--- src/rtl/to_tx_axis.sv ---
// to_tx_axis: Ethernet TX DMA; fetches a frame with uncached 8-byte reads and
// streams it as AXIS. Optional 60-byte minimum padding: TO_TX_AXIS_MIN_PAD_EN.
module to_tx_axis #(
   parameter int paddr_width_p     = 40,
   parameter int lce_id_width_p    = 4,
   parameter int cce_block_width_p = 64,
   parameter int axis_data_width_p = 64,
   parameter int reg_addr_width_p  = paddr_width_p,
   parameter int eth_cmd_width_p   = 3,
   parameter int tx_fifo_els_p     = 4,
   parameter int tx_max_len_p      = 2048,
   localparam int hdr_width_lp = 11 + paddr_width_p + lce_id_width_p,
   localparam int cce_mem_msg_width_lp = hdr_width_lp + cce_block_width_p
) (
   input  logic                            clk_i,
   input  logic                            reset_n_i,
   input  logic [lce_id_width_p-1:0]       lce_id_i,
   input  logic [eth_cmd_width_p-1:0]      eth_cmd_i,
   input  logic                            eth_cmd_v_i,
   input  logic [reg_addr_width_p-1:0]     eth_cmd_arg_i,
   output logic [axis_data_width_p-1:0]    tx_axis_tdata_o,
   output logic [axis_data_width_p/8-1:0]  tx_axis_tkeep_o,
   output logic                            tx_axis_tvalid_o,
   input  logic                            tx_axis_tready_i,
   output logic                            tx_axis_tlast_o,
   output logic                            tx_axis_tuser_o,
   output logic [cce_mem_msg_width_lp-1:0] io_cmd_o,
   output logic                            io_cmd_v_o,
   input  logic                            io_cmd_yumi_i,
   input  logic [cce_mem_msg_width_lp-1:0] io_resp_i,
   input  logic                            io_resp_v_i,
   output logic                            io_resp_ready_o,
   output logic [1:0]                      tx_ext_state_o
);

   typedef enum logic [1:0] {
      S_INIT = 2'b00,
      S_SEND = 2'b01,
      S_DONE = 2'b10,
      S_IDLE = 2'b11
   } state_e;

   localparam int ptr_w_lp = (tx_fifo_els_p > 1) ? $clog2(tx_fifo_els_p) : 1;
   localparam int cnt_w_lp = ptr_w_lp + 1;
   localparam logic [cnt_w_lp:0] els_lp = (cnt_w_lp + 1)'(tx_fifo_els_p);
   localparam logic [15:0] max_len_lp = 16'(tx_max_len_p);
   localparam logic [eth_cmd_width_p-1:0] op_set_lp  = eth_cmd_width_p'(3);
   localparam logic [eth_cmd_width_p-1:0] op_send_lp = eth_cmd_width_p'(4);
   localparam logic [eth_cmd_width_p-1:0] op_ack_lp  = eth_cmd_width_p'(5);

   state_e                      state_q, state_d;
   logic [reg_addr_width_p-1:0] buf_addr_q, buf_addr_d;
   logic [15:0]                 len_q, len_d;
   logic [15:0]                 rd_idx_q, rd_idx_d;
   logic [15:0]                 beat_idx_q, beat_idx_d;
   logic [cnt_w_lp-1:0]         inflight_q, inflight_d;
   logic [cnt_w_lp-1:0]         count_q, count_d;
   logic [ptr_w_lp-1:0]         wptr_q, wptr_d;
   logic [ptr_w_lp-1:0]         rptr_q, rptr_d;
   logic [63:0]                 mem_q [tx_fifo_els_p];
   logic [63:0]                 mem_d [tx_fifo_els_p];

   logic [15:0] eff_len, beats, last_idx, arg_len;
   logic [3:0]  rem;
   logic [7:0]  last_keep;
   logic [reg_addr_width_p-1:0] rd_addr;
   logic cmd_set, cmd_send, cmd_ack, send_ok;
   logic push, pop, yumi, ret, is_last;
   logic unused_resp;

   always_comb begin
`ifdef TO_TX_AXIS_MIN_PAD_EN
      eff_len = (len_q < 16'd60) ? 16'd60 : len_q;
`else
      eff_len = len_q;
`endif
      beats     = (eff_len + 16'd7) >> 3;
      last_idx  = beats - 16'd1;
      rem       = {1'b0, eff_len[2:0] - 3'd1} + 4'd1;
      last_keep = 8'hFF >> (4'd8 - rem);
   end

   assign arg_len  = eth_cmd_arg_i[15:0];
   assign cmd_set  = eth_cmd_v_i && (eth_cmd_i == op_set_lp);
   assign cmd_send = eth_cmd_v_i && (eth_cmd_i == op_send_lp);
   assign cmd_ack  = eth_cmd_v_i && (eth_cmd_i == op_ack_lp);
   assign send_ok  = cmd_send && (arg_len != 16'd0) && (arg_len <= max_len_lp);

   // Credit check counts both outstanding reads and buffered beats.
   assign io_cmd_v_o = (state_q == S_SEND) && (rd_idx_q < beats)
      && (({1'b0, inflight_q} + {1'b0, count_q}) < els_lp);
   assign rd_addr = buf_addr_q + (reg_addr_width_p'(rd_idx_q) << 3);
   assign io_cmd_o = {{cce_block_width_p{1'b0}}, lce_id_i, 3'b011,
      paddr_width_p'(rd_addr), 4'b0000, 4'b0010};
   assign io_resp_ready_o = 1'b1;
   assign unused_resp = ^io_resp_i[hdr_width_lp-1:0];

   assign tx_axis_tvalid_o = (count_q != '0);
   assign is_last          = (beat_idx_q == last_idx);
   assign tx_axis_tlast_o  = tx_axis_tvalid_o && is_last;
   assign tx_axis_tkeep_o  = !tx_axis_tvalid_o ? 8'h00
                           : (is_last ? last_keep : 8'hFF);
   assign tx_axis_tuser_o  = 1'b0;
   assign tx_ext_state_o   = state_q;

   always_comb begin
      tx_axis_tdata_o = mem_q[rptr_q];
`ifdef TO_TX_AXIS_MIN_PAD_EN
      for (int k = 0; k < 8; k++) begin
         if (((beat_idx_q << 3) + 16'(k)) >= len_q)
            tx_axis_tdata_o[8*k +: 8] = 8'h00;
      end
`endif
   end

   // Stale responses are only accepted while a frame is active.
   assign push = io_resp_v_i && (state_q == S_SEND);
   assign ret  = push && (inflight_q != '0);
   assign pop  = tx_axis_tvalid_o && tx_axis_tready_i;
   assign yumi = io_cmd_yumi_i && io_cmd_v_o;

   always_comb begin
      state_d    = state_q;
      buf_addr_d = buf_addr_q;
      len_d      = len_q;
      rd_idx_d   = rd_idx_q;
      beat_idx_d = beat_idx_q;
      inflight_d = inflight_q;
      count_d    = count_q;
      wptr_d     = wptr_q;
      rptr_d     = rptr_q;
      mem_d      = mem_q;
      if (push) begin
         mem_d[wptr_q] = io_resp_i[hdr_width_lp +: 64];
         wptr_d = wptr_q + ptr_w_lp'(1);
      end
      if (pop) begin
         rptr_d     = rptr_q + ptr_w_lp'(1);
         beat_idx_d = beat_idx_q + 16'd1;
      end
      if (yumi)
         rd_idx_d = rd_idx_q + 16'd1;
      if (yumi && !ret)
         inflight_d = inflight_q + cnt_w_lp'(1);
      else if (!yumi && ret)
         inflight_d = inflight_q - cnt_w_lp'(1);
      if (push && !pop)
         count_d = count_q + cnt_w_lp'(1);
      else if (!push && pop)
         count_d = count_q - cnt_w_lp'(1);
      unique case (state_q)
         S_INIT: begin
            if (cmd_set) begin
               buf_addr_d = eth_cmd_arg_i;
               state_d    = S_IDLE;
            end
         end
         S_IDLE: begin
            if (cmd_set) begin
               buf_addr_d = eth_cmd_arg_i;
            end else if (send_ok) begin
               len_d      = arg_len;
               rd_idx_d   = '0;
               beat_idx_d = '0;
               inflight_d = '0;
               count_d    = '0;
               wptr_d     = '0;
               rptr_d     = '0;
               state_d    = S_SEND;
            end
         end
         S_SEND: begin
            if (pop && is_last)
               state_d = S_DONE;
         end
         S_DONE: begin
            if (cmd_ack)
               state_d = S_IDLE;
            else if (cmd_set)
               buf_addr_d = eth_cmd_arg_i;
         end
         default: state_d = S_INIT;
      endcase
   end

   always_ff @(posedge clk_i or negedge reset_n_i) begin
      if (!reset_n_i) begin
         state_q    <= S_INIT;
         buf_addr_q <= '0;
         len_q      <= '0;
         rd_idx_q   <= '0;
         beat_idx_q <= '0;
         inflight_q <= '0;
         count_q    <= '0;
         wptr_q     <= '0;
         rptr_q     <= '0;
         mem_q      <= '{default: '0};
      end else begin
         state_q    <= state_d;
         buf_addr_q <= buf_addr_d;
         len_q      <= len_d;
         rd_idx_q   <= rd_idx_d;
         beat_idx_q <= beat_idx_d;
         inflight_q <= inflight_d;
         count_q    <= count_d;
         wptr_q     <= wptr_d;
         rptr_q     <= rptr_d;
         mem_q      <= mem_d;
      end
   end

endmodule

--- config.mk ---
export PLATFORM = sky130hd
export DESIGN_NAME = to_tx_axis
export DESIGN_NICKNAME = d
export VERILOG_FILES = /design/src/rtl/to_tx_axis.sv
export SDC_FILE = /design/constraint.sdc
export NUM_CORES = 1
export LEC_CHECK = 0
export BUFFER_PORTS_ARGS = -buffer_cell sky130_fd_sc_hd__buf_2
export CORE_ASPECT_RATIO = 0.7
export CORE_UTILIZATION = 35
export CTS_CLUSTER_SIZE = 24
export DETAILED_ROUTE_END_ITERATION = 7
export PLACE_DENSITY_LB_ADDON = 0.08
export SLEW_MARGIN = 10
export SYNTH_ARGS = -nofsm -noshare
export SYNTH_HDL_FRONTEND = slang
export SYNTH_SLANG_ARGS = --single-unit
--- constraint.sdc ---
create_clock -name clk_i -period 7.9 [get_ports clk_i]
set_input_delay 1.185 -clock clk_i [delete_from_list [all_inputs] [get_ports clk_i]]
set_output_delay 1.185 -clock clk_i [all_outputs]
set_load 0.02 [all_outputs]
==> results of run 1 <==
==> logic make-up (layout without fill, tap and decap cells) <==
logic type | count (synthesis) | count (layout) | synth area share
flops | 356 | 356 | 0.475
xor+xnor | 99 | 99 | 0.0477
simple gates | 287 | 287 | 0.0824
mux | 373 | 373 | 0.262
compound gates | 105 | 105 | 0.0415
fa+ha+maj | 51 | 51 | 0.0342
buf+inv | 187 | 340 | 0.0564
other cells | 2 | 77 | 0.000401
==> stage by stage <==
stage	power (W)	utilization
2_1_floorplan	0.00588	-
6_report	0.00876	0.410
5_1_grt	0.00935	0.410
3_5_place_dp	0.00697	0.385
3_3_place_gp	0.00689	0.385
4_1_cts	0.00892	0.410
==> path summary, 6_finish.rpt <==
path                       startpoint            endpoint  slack (ps)  cells past startpoint
setup / recovery           eff_len[0]  tx_axis_tkeep_o[3]        2040                     15
hold reg to reg              mem_q[9]            mem_q[9]         500                      1
max in group asynchronous   reset_n_i          mem_q[209]        5800                      2
hold / removal               mem_q[9]            mem_q[9]         500                      1
setup reg to reg           eff_len[0]        rd_idx_q[11]        2610                     16
min in group asynchronous   reset_n_i      buf_addr_q[26]         660                      1
==> sequential cells by signal, indices dropped and copies added (netlist names) <==
| name | count |
|---|---|
| mem_q | 256 |
| buf_addr_q | 40 |
| beat_idx_q | 16 |
| eff_len | 16 |
| rd_idx_q | 16 |
| count_q | 3 |
| inflight_q | 3 |
| rptr_q | 2 |
| tx_ext_state_o | 2 |
| wptr_q | 2 |
==> critical path, cell delays in order (launching register included) <==
cell,delay (ps)
dfrtp_1,520
inv_1,130
ha_1,310
nand2b_1,140
nand2_1,70
xor2_1,320
ha_1,290
nor2b_1,170
a32oi_2,110
xor2_1,230
or3b_1,410
nor4_2,320
nand4_1,410
nor2_2,380
a31oi_1,130
buf_2,200
==> layout make-up <==
type,instances,share of cell area
inverter,29,0.00505
clock buffer,54,0.0531
tap,684,0.0397
multi-input combinational,992,0.422
timing repair buffer,240,0.0580
clock inverter,17,0.00842
sequential,356,0.414
==> synth_stat cells, drive strengths merged (29+ instances only) <==
cell    instances  share of area
buf           109          0.041
clkbuf         49         0.0099
dfrtp         356           0.48
ha             48          0.032
inv            29         0.0058
mux2          306           0.18
mux4           64          0.077
nand2          43         0.0087
nand4          33          0.011
nor2           69          0.014
xnor2          65          0.030
xor2           32          0.015
==> routing by layer <==
layer	part of all wire	up-vias	wire (um)
met4	0.018	0	814
met3	0.038	59	1720
met5	0	-	0
li1	-	5537	-
met2	0.46	186	20600
met1	0.48	6158	21700
==> power by group through the flow <==
stage / logic, W / registers, W / clock network [W]
global route: 0.00398 / 0.00333 / 0.00204
detailed placement: 0.00373 / 0.00323 / 0
finish: 0.00367 / 0.00320 / 0.00188
floorplan: 0.00289 / 0.00299 / 0
global placement: 0.00368 / 0.00321 / 0
CTS: 0.00374 / 0.00321 / 0.00197
==> reports/qor.csv, run 1 <==
metric;value;unit
outcome;finished clean;
gp_congestion;0.787;
initial_core_util;0.357;
grt_pass1_wl;71400;um
ant_nets;0;
diodes;0;
fp-row-count;70;
multi_input_area;9100;um^2
design.core.area;52600;um^2
placed_cell_area;20200;um^2
final_common_cell;dfrtp_1;
min_period;5860;ps
hold_viol;0;
wl_per_cell;18.9;um
drt-initial-drc-count;552;
max_freq;171;MHz
peakVddDrop;0.165;mV
fin_skew;12.1;ps
dr.pass1.iters;5;
fin_hold_ws;499;ps
p_int;0.00559;W
required;6710;ps
use_met2;0.257;
post_cts_resize_count;0;
pwr-share-seq;0.366;
fp.dieArea;54500;um^2
period_share;0.742;
hold_class;register to register;
synth_warnings;0;
power.share.switching;0.362;
dpl.hpwl;29700;um
setup_slack;2040;ps
drc_errors;0;
final_cell_mix;354 x dfrtp_1, 302 x mux2_2, 228 x buf_2, 77 x conb_1, 68 x nor2_1;
crit_arrival;4680;ps
drv_cap;0;
drv_slew;0;
grt_pass1_vias;12200;
setup_viol;0;
port_buffers;229;
instances_no_fill;2372;
clock_latency;550;ps
end_kind;primary output;
syn_avg_cell_area;12.8;um^2
wl;44900;um
synth_area;18700;um^2
fin_area;21600;um^2
totalNegativeSetupSlack;0;ps
grt_usage;0.167;
grt_util_met1;0.240;
final_nets;1880;
cts_root_buf;clkbuf_16;
cts_hold_buf;0;
die_w;279;um
fp.dieH;196;um
ys_types;80;
worstMarginPinSlew;1070;ps
top_usage_layer;met2;
p_leak;9.80;nW
dp_cells;2301;
syn_to_final_growth;15.0;%
drive_above_1_share;0.415;
clock_path_buffers;3;
cp-start-kind;register;
grt_overflow;0;
fillCellCount;5016;
worstSetupPathType;register to primary output;
cts_num_sinks;356;
grt_max_degree;130;
io_pins;370;
met3_usage;0.0323;
numCtsBuffers;40;
synthArstFlopShare;1.00;
seqCellArea;8910;um^2
rsz0062_at_grt;false;
yosysSeqAreaShare;0.475;
dp_slack;2650;ps
slew-limit-headroom;0.286;
pwr-share-clk;0.215;
synth_edf_count;0;
h-tree-depth;2;
yosys_register_bits;356;
cts_tree;yes;
routed_via_density;5.03;
num_vias;11900;
postSynthCellCount;1460;
antenna_found_initial;0;
powerDensity;406;nW/um^2
yosys_most_used_dff;dfrtp_1;
cts_setup_buffers;0;
crit_fanout;9;
clk_pin_slew_worst_paths;60;ps
combPwrFrac;0.419;
switching_power;0.00317;W
Power figures use the tool's default switching activity.
==> run 2, diff against run 1 <==
clock period = 6.15 ns   (was 7.9 ns; I/O delays follow)
==> reports/qor.csv, run 2 (synthesis results as in run 1) <==
metric;value;unit;change
outcome;finished clean;;unchanged
power;0.0113;W;was 0.00876 W
port_buffers;229;;unchanged
drt-initial-drc-count;481;;was 552
p_leak;9.81;nW;was 9.80 nW
grt_pass1_wl;71400;um;about the same
setup_slack;713;ps;was 2040 ps
dpl.hpwl;29800;um;was 29700 um
crit_fanout;9;;unchanged
powerDensity;522;nW/um^2;was 406 nW/um^2
drv_slew;0;;unchanged
die_w;279;um;unchanged
fp.dieH;196;um;unchanged
largest_reg_flops;256;;unchanged
diodes;0;;unchanged
use_met2;0.251;;was 0.257
crit_arrival;4510;ps;was 4680 ps
design.core.area;52600;um^2;unchanged
regMostFlops;mem_q;;unchanged
initial_core_util;0.357;;unchanged
grt_usage;0.167;;about the same
fp.dieArea;54500;um^2;unchanged
antenna_found_initial;1;;was 0
fillCellCount;5005;;was 5016
cp-endpoint;tx_axis_tkeep_o[3];;unchanged
cts_setup_buffers;0;;unchanged
cts_hold_buf;0;;unchanged
slew-limit-headroom;0.257;;was 0.286
max_freq;184;MHz;
num_vias;11900;;about the same
regToRegEndpoint;rd_idx_q[11];;unchanged
rsz0062_at_grt;false;;unchanged
ff2ff_path_depth;17;;was 16
cts_num_sinks;356;;unchanged
totalNegativeSetupSlack;0;ps;unchanged
clock_path_buffers;3;;unchanged
drc_errors;0;;unchanged
cts_root_buf;clkbuf_16;;unchanged
hold_class;input pin to asynchronous set/reset pin;;was register to register
cts_tree;yes;;unchanged
io_pins;370;;unchanged
drv_cap;0;;unchanged
min_period;5440;ps;
routed_via_density;5.00;;was 5.03
clock_latency;550;ps;about the same
drive_above_1_share;0.415;;about the same
gp_congestion;0.799;;was 0.787
h-tree-depth;2;;unchanged
numCtsBuffers;40;;unchanged
worstMarginPinSlew;1110;ps;was 1070 ps
required;5230;ps;was 6710 ps
grt_overflow;0;;unchanged
dr.pass1.iters;5;;unchanged
hold_viol;0;;unchanged
met3_usage;0.0318;;was 0.0323
fin_skew;13.5;ps;was 12.1 ps
clk_pin_slew_worst_paths;60;ps;about the same
cp-start-kind;register;;unchanged
final_common_cell;dfrtp_1;;unchanged
top_usage_layer;met2;;unchanged
cp-startpoint;eff_len[0];;unchanged
fp-row-count;70;;unchanged
end_kind;primary output;;unchanged
final_nets;1883;;was 1880
reg_top3;mem_q x256, buf_addr_q x40;;unchanged
rrSetupSlack;1240;ps;was 2610 ps
final_cell_mix;354 x dfrtp_1, 302 x mux2_2, 228 x buf_2, 77 x conb_1, 68 x nor2_1;;unchanged
wl_per_cell;18.9;um;about the same
post_cts_resize_count;0;;unchanged
grt_max_degree;131;;was 130
grt_pass1_vias;12200;;about the same
dp_slack;1230;ps;was 2650 ps
wl;44900;um;about the same
grt_util_met1;0.244;;was 0.240
peakVddDrop;0.284;mV;was 0.165 mV
setup_viol;0;;unchanged
rr_startpoint;eff_len[0];;unchanged
syn_to_final_growth;15.1;%;was 15.0%
worstSetupPathType;register to primary output;;unchanged
period_share;0.884;;
ant_nets;0;;unchanged
-- run 2: cell count changes in the layout (fill, tap and decap cells not counted) --
cell      before  now
clkbuf_8       9    7
inv_16         0    1
clkinv_4       1    0
buf_4         10   13
clkbuf_1       5    9
clkinv_2      10   11
-- run 2: routing by layer --
layer  wire [um]  up-vias
li1            -     5543
met1       22100     6109
met2       20100      178
met3        1770       59
met4         910        2
met5          10        -
-- run 2: worst min path at each step --
stage	cells past startpoint	slack, ps	startpoint	endpoint
2_1_floorplan	1	470	mem_q[100]	mem_q[100]
3_3_place_gp	1	480	mem_q[149]	mem_q[149]
3_5_place_dp	1	490	mem_q[101]	mem_q[101]
4_1_cts	1	400	reset_n_i	buf_addr_q[22]
5_1_grt	1	390	reset_n_i	buf_addr_q[25]
6_report	1	320	reset_n_i	buf_addr_q[22]
-- run 2: layout make-up --
cell class                 count  area (um^2)  area share
timing repair buffer         243         1270      0.0590
inverter                      29          109     0.00504
clock inverter                18          198     0.00916
multi-input combinational    992         9100       0.422
tap                          684          856      0.0397
clock buffer                  56         1130      0.0524
sequential                   356         8910       0.413
-- run 2: per-stage QoR --
step,hold WS (ps),cells,instance area [um^2],util
2_1_floorplan,474,1535,19000,-
3_3_place_gp,482,2304,20300,0.385
3_5_place_dp,487,2304,20300,0.385
4_1_cts,401,2378,21600,0.411
5_1_grt,387,2378,21600,0.411
6_report,325,2378,21600,0.411
-- run 2: critical path: stages, from the launching register on --
cell      delay (ps)
dfrtp_1          500
inv_1            130
ha_1             290
nand2b_1         120
nand2_1           70
xor2_1           310
ha_1             280
nor2b_1          180
a32oi_2          110
xor2_1           230
or3b_1           400
nor4_2           290
nand4_1          370
nor2_2           340
a31oi_1          130
buf_2            200
-- run 2: power breakdown --
group / internal [W] / switching, W
clock network: 0.00142 / 0.000998
logic: 0.00235 / 0.00239
registers: 0.00340 / 0.000693
total: 0.00718 / 0.00408
==> run 3, diff against run 2 <==
BUFFER_PORTS_ARGS = not set   (was -buffer_cell sky130_fd_sc_hd__buf_2)
DONT_BUFFER_PORTS = 1   (was not set)
clock period = 4.8 ns   (was 6.15 ns; I/O delays follow)
==> reports/qor.csv, run 3 (synthesis results as in run 1) <==
metric;value;unit;change
totalNegativeSetupSlack;0;ps;unchanged
wl_per_cell;20.8;um;was 18.9 um
regToRegEndpoint;rd_idx_q[11];;unchanged
hold_viol;33;;was 0
p_int;0.00872;W;was 0.00718 W
powerDensity;668;nW/um^2;was 522 nW/um^2
dp_slack;167;ps;was 1230 ps
die_w;279;um;unchanged
max_freq;215;MHz;
crit_arrival;3930;ps;was 4510 ps
grt_pass1_vias;11100;;was 12200
violations;hold timing, slew limit;;
rrSetupSlack;690;ps;was 1240 ps
initial_core_util;0.357;;unchanged
fp.dieArea;54500;um^2;unchanged
peakVddDrop;0.288;mV;was 0.284 mV
outcome;complete, but fails checks;;was finished clean
port_buffers;0;;was 229
worstMarginPinSlew;2140;ps;was 1110 ps
syn_to_final_growth;10.2;%;was 15.1%
dr.pass1.iters;5;;unchanged
drv_cap;0;;unchanged
grt_overflow;0;;unchanged
fp.dieH;196;um;unchanged
hold_class;input pin to asynchronous set/reset pin;;unchanged
dpl.hpwl;28800;um;was 29800 um
cts_tree;yes;;unchanged
reg_top3;mem_q x256, buf_addr_q x40;;unchanged
antenna_found_initial;0;;was 1
power.share.switching;0.369;;was 0.362
fin_area;20700;um^2;was 21600 um^2
slew-limit-headroom;-0.428;;was 0.257
combPwrFrac;0.385;;was 0.421
fp-row-count;70;;unchanged
final_common_cell;dfrtp_1;;unchanged
cts_root_buf;clkbuf_16;;unchanged
setup_viol;0;;unchanged
h-tree-depth;2;;unchanged
clock_path_buffers;3;;unchanged
wl;44800;um;was 44900 um
num_vias;11100;;was 11900
pwr-share-seq;0.391;;was 0.364
diodes;0;;unchanged
drive_above_1_share;0.343;;was 0.415
grt_usage;0.165;;was 0.167
final_cell_mix;352 x dfrtp_1, 302 x mux2_2, 77 x conb_1, 66 x nor2_1, 64 x mux4_2;;was 354 x dfrtp_1, 302 x mux2_2, 228 x buf_2, 77 x conb_1, 68 x nor2_1
numCtsBuffers;41;;was 40
switching_power;0.00509;W;was 0.00408 W
ant_nets;0;;unchanged
cp-start-kind;register;;unchanged
final_nets;1668;;was 1883
drv_slew;221;;was 0
largest_reg_flops;256;;unchanged
routed_via_density;5.15;;was 5.00
design.core.area;52600;um^2;unchanged
p_leak;8.99;nW;was 9.81 nW
grt_max_degree;357;;was 131
fin_skew;21.7;ps;was 13.5 ps
clk_pin_slew_worst_paths;60;ps;about the same
placed_cell_area;19100;um^2;was 20300 um^2
grt_pass1_wl;69900;um;was 71400 um
io_pins;370;;unchanged
rsz0062_at_grt;false;;unchanged
ff2ff_path_depth;14;;was 17
required;4080;ps;was 5230 ps
period_share;0.969;;
drt-initial-drc-count;579;;was 481
end_kind;primary output;;unchanged
setup_slack;151;ps;was 713 ps
min_period;4650;ps;
gp_congestion;0.802;;was 0.799
fin_hold_ws;-139;ps;was 325 ps
worstSetupPathType;register to primary output;;unchanged
cts_num_sinks;356;;unchanged
clock_latency;570;ps;was 550 ps
rr_startpoint;eff_len[2];;was eff_len[0]
regMostFlops;mem_q;;unchanged
crit_fanout;10;;was 9
pwr-share-clk;0.224;;was 0.215
drc_errors;0;;unchanged
run 3: cell types whose count changed in the layout (fill, tap and decap cells not counted), moves of 4 or more:
cell	before	now
xnor2_2	0	8
a31oi_2	0	4
buf_4	13	25
clkbuf_1	9	13
xnor2_1	65	57
buf_2	228	0
a31oi_1	9	5
run 3: final cells by class:
class	instances	area, um^2
inverters	29	109
well taps	684	856
clock buffers	59	1150
fillers	4962	31900
multi-input cells	992	9240
repair buffers	27	228
clock inverters	14	153
flip-flops and latches	356	8920
run 3: through the flow:
| stage | hold slack (ps) | total power [W] | std cells | utilization |
|---|---|---|---|---|
| floorplan | 424 | 0.00967 | 1535 | - |
| global placement | 433 | 0.0107 | 2080 | 0.364 |
| finish | -139 | 0.0138 | 2161 | 0.393 |
| CTS | -175 | 0.0140 | 2157 | 0.390 |
| detailed placement | 435 | 0.0108 | 2080 | 0.364 |
| global route | -175 | 0.0147 | 2161 | 0.393 |
run 3: power by group through the flow:
stage	Clock, W	Sequential (W)	Combinational (W)
after floorplan	0	0.00491	0.00476
after global placement	0	0.00543	0.00526
after detailed placement	0	0.00544	0.00535
after CTS	0.00322	0.00540	0.00536
after global routing	0.00335	0.00561	0.00571
final	0.00310	0.00540	0.00531
run 3: repair_timing:
item / in CTS / in global routing
buffers inserted: 4 / 4
setup endpoints to repair: 10 / 19
pin swaps: 2 / 1
cloned: 0 / 0
resized for setup: 9 / 17
endpoints found under the hold margin: 356 / 356
run 3: how the worst max path moves through the flow:
stage,start,to,slack (ps),cells after the start
2_1_floorplan,eff_len[0],rd_idx_q[5],870,16
3_3_place_gp,eff_len[0],tx_axis_tkeep_o[1],250,14
3_5_place_dp,eff_len[0],tx_axis_tkeep_o[1],170,14
4_1_cts,eff_len[1],tx_axis_tlast_o,10,16
5_1_grt,rd_idx_q[1],io_cmd_o[34],8,10
6_report,rd_idx_q[1],io_cmd_o[40],150,10
run 3: layer usage:
metal / vias up / track usage / share of wire
li1: 5115 / - / -
met1: 5757 / 0.240 / 0.48
met2: 205 / 0.249 / 0.45
met3: 51 / 0.0385 / 0.049
met4: 0 / 0.0374 / 0.015
met5: - / 0 / 0
run 3: critical path, cell delays in order (launching register included):
cell	delay [ps]
dfrtp_1	450
ha_1	300
a21o_1	170
a21oi_1	280
o211ai_1	180
a221o_1	390
a2111oi_2	540
nor4_1	150
o31a_1	460
nand3_1	160
xnor2_1	280
